[src/rtl/pll_cmp_pkg.sv]
// pll_cmp_pkg
// Shared definitions for the PLL frequency comparator:
//   - AdjustFreq codes (speed up / slow down / no change)
//   - comparator FSM state encoding
//   - adj_decide(): maps an accumulated window error onto an AdjustFreq code
`timescale 1ns/1ps
package pll_cmp_pkg;

  localparam logic [1:0] ADJ_UP   = 2'b11;
  localparam logic [1:0] ADJ_DOWN = 2'b00;
  localparam logic [1:0] ADJ_HOLD = 2'b01;

  typedef enum logic [1:0] {
    ST_IDLE   = 2'd0,
    ST_ARMING = 2'd1,
    ST_RUN    = 2'd2
  } cmp_state_t;

  // Negative error means too few PLL edges, so the VFO must speed up.
  function automatic logic [1:0] adj_decide(input int acc, input int thresh);
    if (acc < -thresh) begin
      return ADJ_UP;
    end else if (acc > thresh) begin
      return ADJ_DOWN;
    end
    return ADJ_HOLD;
  endfunction

endpackage

[src/rtl/pll_freq_comparator_if.sv]
// pll_freq_comparator_if
// Groups the comparator's control and result signals.
//   Enable        run enable (driven by the controller side)
//   RefIn         reference clock, sampled as data
//   PllIn         PLL/VFO output, sampled as data
//   AdjustFreq    2-bit frequency adjust code
//   DecisionValid one-cycle strobe when AdjustFreq/AvgError update
//   AvgError      signed accumulated error of the last window
//   Locked        lock indication
// master: controller/stimulus side; slave: the comparator.
`timescale 1ns/1ps
interface pll_freq_comparator_if #(
  parameter int CNT_W    = 4,
  parameter int AVG_LOG2 = 3
);
  logic                              Enable;
  logic                              RefIn;
  logic                              PllIn;
  logic [1:0]                        AdjustFreq;
  logic                              DecisionValid;
  logic signed [CNT_W+AVG_LOG2:0]    AvgError;
  logic                              Locked;

  modport master (
    output Enable, RefIn, PllIn,
    input  AdjustFreq, DecisionValid, AvgError, Locked
  );

  modport slave (
    input  Enable, RefIn, PllIn,
    output AdjustFreq, DecisionValid, AvgError, Locked
  );
endinterface

[src/rtl/pll_freq_comparator_edge_sync.sv]
// edge_sync
// Two-flop synchronizer for an asynchronous input followed by a registered
// rising-edge detector. The pulse appears 3 clk cycles after the pin rises.
//   clk    sampling clock
//   rst_n  asynchronous active-low reset
//   din    asynchronous input
//   pulse  one-cycle pulse per rising edge of din
`timescale 1ns/1ps
module edge_sync (
  input  logic clk,
  input  logic rst_n,
  input  logic din,
  output logic pulse
);
  logic s1, s2, s3;

  always_ff @(posedge clk or negedge rst_n) begin
    if (!rst_n) begin
      s1    <= 1'b0;
      s2    <= 1'b0;
      s3    <= 1'b0;
      pulse <= 1'b0;
    end else begin
      s1    <= din;
      s2    <= s1;
      s3    <= s2;
      pulse <= s2 & ~s3;
    end
  end
endmodule

[src/rtl/pll_freq_comparator.sv]
// pll_freq_comparator
// Counts PLL rising edges per reference period, accumulates the signed error
// against MULT over 2^AVG_LOG2 periods and issues an AdjustFreq decision.
// Ports:
//   ClockIn  fast sampling clock (>= 4x the faster of RefIn/PllIn)
//   ResetN   asynchronous active-low reset
//   bus      pll_freq_comparator_if.slave (Enable, RefIn, PllIn in;
//            AdjustFreq, DecisionValid, AvgError, Locked out)
// Build option: define PLLCMP_LOCK_DET_EN to build the lock detector;
// otherwise Locked is tied low.
//
// state     | meaning
// ST_IDLE   | Enable low, all counters held clear
// ST_ARMING | enabled, waiting for the first RefEdge to start a clean period
// ST_RUN    | counting PLL edges and accumulating per-period error
`timescale 1ns/1ps
module pll_freq_comparator
  import pll_cmp_pkg::*;
#(
  parameter int MULT     = 1,
  parameter int CNT_W    = 4,
  parameter int AVG_LOG2 = 3,
  parameter int THRESH   = 1,
  parameter int LOCK_CNT = 4
) (
  input  logic                  ClockIn,
  input  logic                  ResetN,
  pll_freq_comparator_if.slave  bus
);
  localparam int ACC_W = CNT_W + AVG_LOG2 + 1;
  localparam int E_W   = CNT_W + 1;
  localparam logic [CNT_W-1:0] CNT_MAX = '1;

  logic ref_edge, pll_edge;

  cmp_state_t state, state_nxt;
  logic       arm_start, run_edge, decide;

  logic [CNT_W-1:0]        pll_cnt;
  logic [AVG_LOG2-1:0]     per;
  logic signed [ACC_W-1:0] acc;
  logic signed [E_W-1:0]   err;
  logic signed [ACC_W-1:0] acc_sum;
  int                      acc_int;
  logic                    window_end;
  logic [1:0]              adj_dec;

  logic [1:0]              adj_q;
  logic                    dv_q;
  logic signed [ACC_W-1:0] avg_q;

  edge_sync u_ref_sync (
    .clk   (ClockIn),
    .rst_n (ResetN),
    .din   (bus.RefIn),
    .pulse (ref_edge)
  );

  edge_sync u_pll_sync (
    .clk   (ClockIn),
    .rst_n (ResetN),
    .din   (bus.PllIn),
    .pulse (pll_edge)
  );

  always_ff @(posedge ClockIn or negedge ResetN) begin
    if (!ResetN) begin
      state <= ST_IDLE;
    end else begin
      state <= state_nxt;
    end
  end

  always_comb begin
    state_nxt = state;
    arm_start = 1'b0;
    run_edge  = 1'b0;
    case (state)
      ST_IDLE: begin
        if (bus.Enable) state_nxt = ST_ARMING;
      end
      ST_ARMING: begin
        if (ref_edge) begin
          state_nxt = ST_RUN;
          arm_start = 1'b1;
        end
      end
      ST_RUN: begin
        if (ref_edge) run_edge = 1'b1;
      end
      default: state_nxt = ST_IDLE;
    endcase
    if (!bus.Enable) begin
      state_nxt = ST_IDLE;
      arm_start = 1'b0;
      run_edge  = 1'b0;
    end
  end

  // Error for the period that the current RefEdge closes; the accumulator
  // is wide enough for 2^AVG_LOG2 worst-case errors.
  always_comb begin
    err        = $signed({1'b0, pll_cnt}) - E_W'(MULT);
    acc_sum    = acc + ACC_W'(err);
    acc_int    = 32'(acc_sum);
    window_end = &per;
    decide     = run_edge & window_end;
    adj_dec    = adj_decide(acc_int, THRESH);
  end

  always_ff @(posedge ClockIn or negedge ResetN) begin
    if (!ResetN) begin
      pll_cnt <= '0;
      per     <= '0;
      acc     <= '0;
      adj_q   <= ADJ_HOLD;
      dv_q    <= 1'b0;
      avg_q   <= '0;
    end else if (!bus.Enable) begin
      pll_cnt <= '0;
      per     <= '0;
      acc     <= '0;
      adj_q   <= ADJ_HOLD;
      dv_q    <= 1'b0;
    end else begin
      dv_q <= 1'b0;
      if (arm_start) begin
        // A PLL edge coincident with the arming RefEdge opens the first period.
        pll_cnt <= CNT_W'(pll_edge);
        per     <= '0;
        acc     <= '0;
      end else if (run_edge) begin
        pll_cnt <= CNT_W'(pll_edge);
        per     <= per + 1'b1;
        if (decide) begin
          acc   <= '0;
          avg_q <= acc_sum;
          adj_q <= adj_dec;
          dv_q  <= 1'b1;
        end else begin
          acc <= acc_sum;
        end
      end else if (state == ST_RUN && pll_edge && pll_cnt != CNT_MAX) begin
        pll_cnt <= pll_cnt + 1'b1;
      end
    end
  end

  assign bus.AdjustFreq    = adj_q;
  assign bus.DecisionValid = dv_q;
  assign bus.AvgError      = avg_q;

`ifdef PLLCMP_LOCK_DET_EN
  localparam int LCK_W = $clog2(LOCK_CNT + 1);
  localparam logic [LCK_W-1:0] LOCK_TGT = LCK_W'(LOCK_CNT);

  logic [LCK_W-1:0] lock_cnt;

  always_ff @(posedge ClockIn or negedge ResetN) begin
    if (!ResetN) begin
      lock_cnt <= '0;
    end else if (!bus.Enable) begin
      lock_cnt <= '0;
    end else if (decide) begin
      if (adj_dec == ADJ_HOLD) begin
        if (lock_cnt != LOCK_TGT) lock_cnt <= lock_cnt + 1'b1;
      end else begin
        lock_cnt <= '0;
      end
    end
  end

  // Counter and DecisionValid share a clock edge, so Locked moves with it.
  assign bus.Locked = (lock_cnt == LOCK_TGT);
`else
  // No lock detector in this build; LOCK_CNT only has meaning with it.
  assign bus.Locked = 1'b0 && (LOCK_CNT > 0);
`endif

endmodule

[src/flat_wrapper.sv]
// flat-port wrapper written by rule: the top's interface ports become plain ports
module pll_freq_comparator_flat import pll_cmp_pkg::*;
#(
  parameter int MULT     = 1,
  parameter int CNT_W    = 4,
  parameter int AVG_LOG2 = 3,
  parameter int THRESH   = 1,
  parameter int LOCK_CNT = 4
)
  (ClockIn, ResetN, bus_Enable, bus_RefIn, bus_PllIn, bus_AdjustFreq, bus_DecisionValid, bus_AvgError, bus_Locked);
  pll_freq_comparator_if #(.CNT_W(CNT_W), .AVG_LOG2(AVG_LOG2)) bus_i ();
  input  logic ClockIn;
  input  logic ResetN;
  input wire logic [$bits(bus_i.Enable)-1:0] bus_Enable;
  input wire logic [$bits(bus_i.RefIn)-1:0] bus_RefIn;
  input wire logic [$bits(bus_i.PllIn)-1:0] bus_PllIn;
  output wire logic [$bits(bus_i.AdjustFreq)-1:0] bus_AdjustFreq;
  output wire logic [$bits(bus_i.DecisionValid)-1:0] bus_DecisionValid;
  output wire logic [$bits(bus_i.AvgError)-1:0] bus_AvgError;
  output wire logic [$bits(bus_i.Locked)-1:0] bus_Locked;
  assign bus_i.Enable = bus_Enable;
  assign bus_i.RefIn = bus_RefIn;
  assign bus_i.PllIn = bus_PllIn;
  assign bus_AdjustFreq = bus_i.AdjustFreq;
  assign bus_DecisionValid = bus_i.DecisionValid;
  assign bus_AvgError = bus_i.AvgError;
  assign bus_Locked = bus_i.Locked;
  pll_freq_comparator #(.MULT(MULT), .CNT_W(CNT_W), .AVG_LOG2(AVG_LOG2), .THRESH(THRESH), .LOCK_CNT(LOCK_CNT)) u_core (.ClockIn(ClockIn), .ResetN(ResetN), .bus(bus_i));
endmodule
[config.mk]
export PLATFORM = sky130hd
export DESIGN_NAME = pll_freq_comparator_flat
export DESIGN_NICKNAME = d
export VERILOG_FILES = /design/src/rtl/pll_cmp_pkg.sv /design/src/rtl/pll_freq_comparator_if.sv /design/src/rtl/pll_freq_comparator_edge_sync.sv /design/src/rtl/pll_freq_comparator.sv /design/src/flat_wrapper.sv
export SDC_FILE = /design/constraint.sdc
export NUM_CORES = 1
export LEC_CHECK = 0
export CORE_UTILIZATION = 30
export CTS_CLUSTER_DIAMETER = 150
export DETAILED_ROUTE_END_ITERATION = 10
export PLACE_DENSITY = 0.51
export RECOVER_POWER = 50
export SYNTH_ARGS = -nofsm -noshare
export SYNTH_HDL_FRONTEND = slang
export SYNTH_SLANG_ARGS = --single-unit
[constraint.sdc]
create_clock -name ClockIn -period 3.3 [get_ports ClockIn]
set_input_delay 0.33 -clock ClockIn [delete_from_list [all_inputs] [get_ports ClockIn]]
set_output_delay 0.33 -clock ClockIn [all_outputs]
set_load 0.05 [all_outputs]
==> flow_summary_export.csv, run 1 <==
group,metric,value,unit
run_status,status,"finished with violations",
run_status,violations,"capacitance limit, slew limit",
drt,vias,1345,
worst_setup_path,max_stage_delay,0.43,ns
worst_setup_path,rrSetupSlack,0.41,ns
sta,worstMarginPinSlew,1.93,ns
synthesis,synth_area_leaders,"dfrtp_1 47%, ha_1 7.4%, nand2_1 4.4%, xor2_1 4.2%, o21ai_0 3.7%",
sta,rsz0062_at_grt,"no",
synthesis,synthTopCellsByCount,"35 x dfrtp_1, 22 x nand2_1, 14 x o21ai_0",
die,dieArea,0.00655,mm2
synthesis,synth_most_common_cell,"dfrtp_1",
grt,grt_max_degree,37,
worst_hold_path,hold_path.class,"flop to flop",
drt,ant_nets,0,
cells_and_area,design_area,0.00217,mm2
drt,post-route-drc-count,0,
synthesis,synth_fp_nets,201,
synthesis,synth-seq-area-share,0.483,
worst_hold_path,hold_start,"u_core.u_pll_sync.s1",
worst_setup_path,cp.depth,11,
placement,hpwl,2.68,mm
clock_tree,clk_pin_slew,0.08,ns
cells_and_area,antenna_cells,0,
die,ioPinCount,17,
die,start_util,0.314,
drt,drt_pass1_iterations,4,
grt,grt_pass1_vias,1248,
sta,finalMaxSlewViolations,37,
die,die_w,80.9,um
power,netSwitchingFraction,0.257,
clock_tree,insertion_delay,0.29,ns
worst_setup_path,r2r_cells,11,
synthesis,synth_cell_type_count,42,
clock_tree,cts_tree,"done",
drt,drt-initial-drc-count,56,
die,die_h,80.9,um
synthesis,synth_top_area_cell,"dfrtp_1",
placement,dp_cells,268,
worst_setup_path,worstSetupPathType,"flop to flop",
cells_and_area,seq_area,902,um2
clock_tree,clock_sinks,36,
synthesis,syn_area,0.00187,mm2
cells_and_area,multiInputGateArea,903,um2
worst_setup_path,critPathCaptureType,"flop",
sta,max_slew_margin,-0.287,
sta,hold_viol,0,
sta,min_period_over_period,0.875,
grt,antenna_found_initial,0,
worst_hold_path,min_to,"u_core.u_pll_sync.s2",
clock_tree,clockBufferDepth,2,
placement,post_dp_cell_area,0.00207,mm2
synthesis,yosys.area.top_type_share,0.469,
power,combPwrFrac,0.099,
flow_run,cap_violations,1,
sta,holdWs,0.360,ns
worst_setup_path,arrival,3.05,ns
worst_setup_path,worstPathRequired,3.46,ns
synthesis,async_reset_ff_frac,1.00,
cells_and_area,fillCellCount,630,
grt,grt.total_usage,0.128,
cells_and_area,stdcell_count,276,
power,power_density,402,mW/mm2
cells_and_area,drive_gt1_frac,0.0846,
clock_tree,post_cts_buffers,0,
worst_setup_path,critPathSlowestCell,"dfrtp_1",
worst_setup_path,r2r-end,"u_core.bus.AvgError[7]",
clock_tree,cts_made_buffers,5,
power,p_leak,0.977,nW
sta,clock.fmax,0.346,GHz
cells_and_area,area_delta_synth_final,16.1,%
power,seq_power_share,0.524,
sta,finalClockSkew,0.00687,ns
worst_setup_path,crit_path_start_kind,"flop",
worst_hold_path,min_path_cells,0,
sta,setup_viol,0,
worst_setup_path,critPathMaxFanout,5,
synthesis,syn_inst,184,
synthesis,ys_seq_elements,36,
power,p_int,0.649,mW
synthesis,yosys_most_used_dff,"dfrtp_1",
drt,vias_per_cell,4.87,
worst_setup_path,critPathBufInv,2,
worst_setup_path,path_delay_family,"compound AO/OA/AOI/OAI gates",
worst_setup_path,r2r_start,"u_core.pll_cnt[0]",
die,core-area,0.00596,mm2
synthesis,syn-mean-instance-area,10.2,um2
clock_tree,hold_buffers,0,
synthesis,synth_edf_count,0,
grt,grt.overflow.total,0,
drt,wl,3.69,mm
drt,wire_per_inst,13.4,um
grt,grt_pass1_wl,6.24,mm
power,power_frac_clock,0.377,
cells_and_area,nNetsFinal,217,
worst_setup_path,crit_chain,"inv_1, ha_1, or3b_4, inv_1, ha_1, a21o_1, a2111o_1, mux2i_1, nor2_1, xor2_1, o21ai_0",
sta,fin_tns_setup,0,ns
die,num_rows,28,
power,p_sw,0.224,mW
placement,place_congestion,0.767,
clock_tree,post_cts_resized,0,
clock_tree,cts-root-buf,"clkbuf_8",
power,ir_drop,280,uV
clock_tree,htreeDepth,2,
placement,numPortBuffers,15,
sta,fin_crit,2.89,ns
synthesis,ys_warn_count,0,
==> through the flow <==
step / total power, mW / util / setup WS, ns
floorplan: 0.525 / - / 0.629
global placement: 0.553 / 0.348 / 0.471
detailed placement: 0.553 / 0.348 / 0.431
CTS: 0.888 / 0.365 / 0.424
global route: 0.918 / 0.364 / 0.168
finish: 0.873 / 0.364 / 0.412
==> state kept, by name, summed over array words and instances (netlist names) <==
| signal | count |
|---|---|
| u_core.bus.AdjustFreq | 2 |
| u_core.acc | 8 |
| u_core.u_ref_sync.s3 | 1 |
| u_core.u_pll_sync.s1 | 1 |
| u_core.u_pll_sync.s3 | 1 |
| u_core.pll_cnt | 4 |
| u_core.state | 2 |
| u_core.u_ref_sync.pulse | 1 |
| u_core.per | 3 |
| u_core.u_ref_sync.s2 | 1 |
| u_core.bus.AvgError | 8 |
| u_core.u_pll_sync.s2 | 1 |
| u_core.u_pll_sync.pulse | 1 |
| u_core.u_ref_sync.s1 | 1 |
| u_core.bus.DecisionValid | 1 |
==> layer usage <==
layer	vias up	track usage	wire length, um
li1	670	-	-
met5	-	0	0
met4	0	0.0536	43
met3	4	0.0292	115
met2	18	0.178	1540
met1	653	0.188	1990
==> worst max-delay path by stage <==
stage / from / to / slack (ns)
floorplan: u_core.pll_cnt[0] / u_core.bus.AdjustFreq[1] / 0.63
global placement: u_core.pll_cnt[0] / u_core.bus.AvgError[7] / 0.47
detailed placement: u_core.pll_cnt[0] / u_core.bus.AvgError[7] / 0.43
CTS: u_core.pll_cnt[0] / u_core.bus.AdjustFreq[1] / 0.42
global route: u_core.pll_cnt[0] / u_core.bus.AvgError[7] / 0.17
finish: u_core.pll_cnt[0] / u_core.bus.AvgError[7] / 0.41
==> cell type report <==
class	instances	share of cell area
Clock buffer	6	0.0380
Clock inverter	2	0.00692
Inverter	8	0.0138
Sequential cell	36	0.416
Timing Repair Buffer	15	0.0663
Multi-Input combinational cell	134	0.416
Tap cell	75	0.0432
==> power groups by stage <==
stage               clock network [mW]  logic, mW  registers (mW)
finish                           0.329     0.0867           0.457
detailed placement                   0     0.0877           0.466
CTS                              0.343     0.0881           0.457
global placement                     0     0.0877           0.466
floorplan                            0     0.0627           0.462
global route                     0.361     0.0981           0.459
==> logic make-up (layout without fill, tap and decap cells) <==
family          count (synthesis)  count (layout)  synth area share
xor+xnor                       10              10            0.0469
mux                             7               7            0.0408
compound gates                 40              40             0.133
simple gates                   64              64             0.176
other cells                     1               1           0.00201
fa+ha+maj                      12              12            0.0843
buf+inv                        14              31            0.0341
flops                          36              36             0.483
==> cells in the final DEF (no fill, tap or decap), types with 6 or more instances in the layout <==
master           Yosys  layout
a21oi_1             12      12
clkbuf_8             0       6
clkdlybuf4s50_1      0      12
dfrtp_1             35      35
ha_1                11      11
inv_1                8       8
nand2_1             22      22
nor2_1              10      10
nor2b_1              7       7
o21ai_0             14      14
xor2_1               9       9
Note: power is estimated with default switching activity, not from simulation.
==> inputs of run 2 (changes only) <==
Settings changed: DONT_BUFFER_PORTS set to 1, PLACE_DENSITY 0.51 to 0.48.
==> run 2 against run 1 <==
The run still ends with capacitance limit, slew limit left. Die area unchanged. Flip-flop and latch count unchanged. Critical path type unchanged. Combinational power down 4.8%. Fmax down 1.1%.
==> flow_summary_export.csv, run 2 (synthesis results as in run 1) <==
group,metric,value,unit
run_status,status,"finished with violations",
run_status,violations,"capacitance limit, slew limit",
worst_setup_path,worstSetupPathType,"flop to flop",
sta,setup_viol,0,
worst_setup_path,r2r_cells,11,
clock_tree,htreeDepth,2,
drt,vias_per_cell,4.96,
worst_hold_path,min_path_cells,0,
sta,clock.fmax,0.343,GHz
grt,grt_pass1_wl,6.48,mm
worst_setup_path,critPathMaxFanout,5,
clock_tree,clock_sinks,36,
worst_hold_path,min_to,"u_core.u_pll_sync.s1",
clock_tree,insertion_delay,0.29,ns
placement,dp_cells,253,
power,p_leak,0.942,nW
sta,min_period_over_period,0.885,
worst_setup_path,arrival,3.07,ns
worst_setup_path,worstPathRequired,3.45,ns
sta,max_slew_margin,-0.290,
worst_hold_path,hold_path.class,"input port to flop",
worst_setup_path,rrSetupSlack,0.38,ns
clock_tree,post_cts_resized,0,
clock_tree,cts_made_buffers,5,
grt,antenna_found_initial,0,
grt,grt_max_degree,37,
cells_and_area,stdcell_count,263,
clock_tree,clockBufferDepth,2,
sta,hold_viol,0,
flow_run,cap_violations,1,
sta,worstMarginPinSlew,1.94,ns
cells_and_area,nNetsFinal,204,
cells_and_area,area_delta_synth_final,9.91,%
sta,fin_tns_setup,0,ns
die,ioPinCount,17,
grt,grt.overflow.total,0,
cells_and_area,antenna_cells,0,
cells_and_area,final_cell_mix,"35 x dfrtp_1, 22 x nand2_1, 14 x o21ai_0",
die,dieArea,0.00655,mm2
worst_setup_path,max_stage_delay,0.43,ns
die,num_rows,28,
cells_and_area,fillCellCount,607,
worst_hold_path,hold_start,"bus_PllIn",
clock_tree,cts-root-buf,"clkbuf_8",
die,start_util,0.314,
sta,finalMaxSlewViolations,37,
drt,drt-initial-drc-count,42,
grt,grt_pass1_vias,1306,
die,die_w,80.9,um
sta,finalClockSkew,0.00933,ns
cells_and_area,fin_util,0.345,
clock_tree,clk_pin_slew,0.07,ns
die,die_h,80.9,um
cells_and_area,drive_gt1_frac,0.0904,
worst_setup_path,crit_path_start_kind,"flop",
clock_tree,cts_tree,"done",
placement,hpwl,2.66,mm
drt,wl,3.76,mm
power,power,0.927,mW
worst_setup_path,critPathSlowestCell,"dfrtp_1",
placement,numPortBuffers,0,
drt,drt_pass1_iterations,4,
power,ir_drop,269,uV
drt,ant_nets,0,
grt,grt.total_usage,0.134,
worst_setup_path,r2r_start,"u_core.pll_cnt[0]",
sta,rsz0062_at_grt,"no",
power,power_density,451,mW/mm2
drt,wire_per_inst,14.3,um
die,core-area,0.00596,mm2
drt,vias,1304,
worst_setup_path,critPathCaptureType,"flop",
worst_setup_path,crit_chain,"inv_1, ha_1, or3b_4, inv_1, ha_1, a21o_1, a2111o_1, mux2i_1, nor2_1, xor2_1, o21ai_0",
drt,post-route-drc-count,0,
placement,place_congestion,0.859,
sta,fin_crit,2.92,ns
cells_and_area,layout_commonest_cell,"dfrtp_1",
worst_setup_path,r2r-end,"u_core.bus.AvgError[7]",
==> run 2: layout make-up <==
type                            count  area [um2]  share of cell area
Timing Repair Buffer                2        13.8             0.00670
Tap cell                           75        93.8              0.0457
Clock inverter                      3        42.5              0.0207
Multi-Input combinational cell    134         903               0.440
Clock buffer                        5        68.8              0.0335
Inverter                            8        30.0              0.0146
Sequential cell                    36         902               0.439
==> run 2: worst max-delay path by stage <==
| stage | slack, ns | depth (start not counted) | start | to |
|---|---|---|---|---|
| after floorplan | 0.63 | 11 | u_core.pll_cnt[0] | u_core.bus.AdjustFreq[1] |
| after global placement | 0.49 | 11 | u_core.pll_cnt[0] | u_core.bus.AvgError[7] |
| after detailed placement | 0.42 | 11 | u_core.pll_cnt[0] | u_core.bus.AvgError[7] |
| after CTS | 0.37 | 11 | u_core.pll_cnt[0] | u_core.bus.AvgError[7] |
| after global routing | 0.22 | 11 | u_core.pll_cnt[0] | u_core.bus.AvgError[7] |
| final | 0.38 | 11 | u_core.pll_cnt[0] | u_core.bus.AvgError[7] |
==> run 2: power by group <==
group	internal (mW)	switching (mW)
combinational	0.0289	0.0536
sequential	0.449	0.00794
clock	0.224	0.164
total	0.702	0.226
==> run 2: critical path: cells and delay by family, from the launching register on <==
| kind | cells | cell delay, ns |
|---|---|---|
| and+or+nand+nor | 2 | 0.51 |
| buffers and inverters | 2 | 0.21 |
| muxes | 1 | 0.18 |
| DFF | 1 | 0.43 |
| AOI/OAI and AO/OA | 3 | 0.71 |
| adders and majority gates | 2 | 0.46 |
| xor gates and xnor gates | 1 | 0.27 |
==> run 2: metrics by stage <==
stage	hold slack (ns)	setup WS, ns	area (um2)
floorplan	0.0344	0.629	1870
global placement	0.0350	0.486	1930
detailed placement	0.0351	0.420	1930
CTS	0.0571	0.373	2070
global route	0.0445	0.222	2050
finish	0.0621	0.381	2050
==> run 2: routing by layer <==
layer / track usage / share of wire
met1: 0.191 / 0.53
met2: 0.192 / 0.42
met3: 0.0303 / 0.033
met4: 0.0589 / 0.018
met5: 0 / 0
==> run 2: timing repair <==
action | CTS | global route
hold endpoints to repair | 36 | 0
hold buffers | 2 | 0
setup buffers | 0 | 0
setup endpoints to repair | 0 | 0
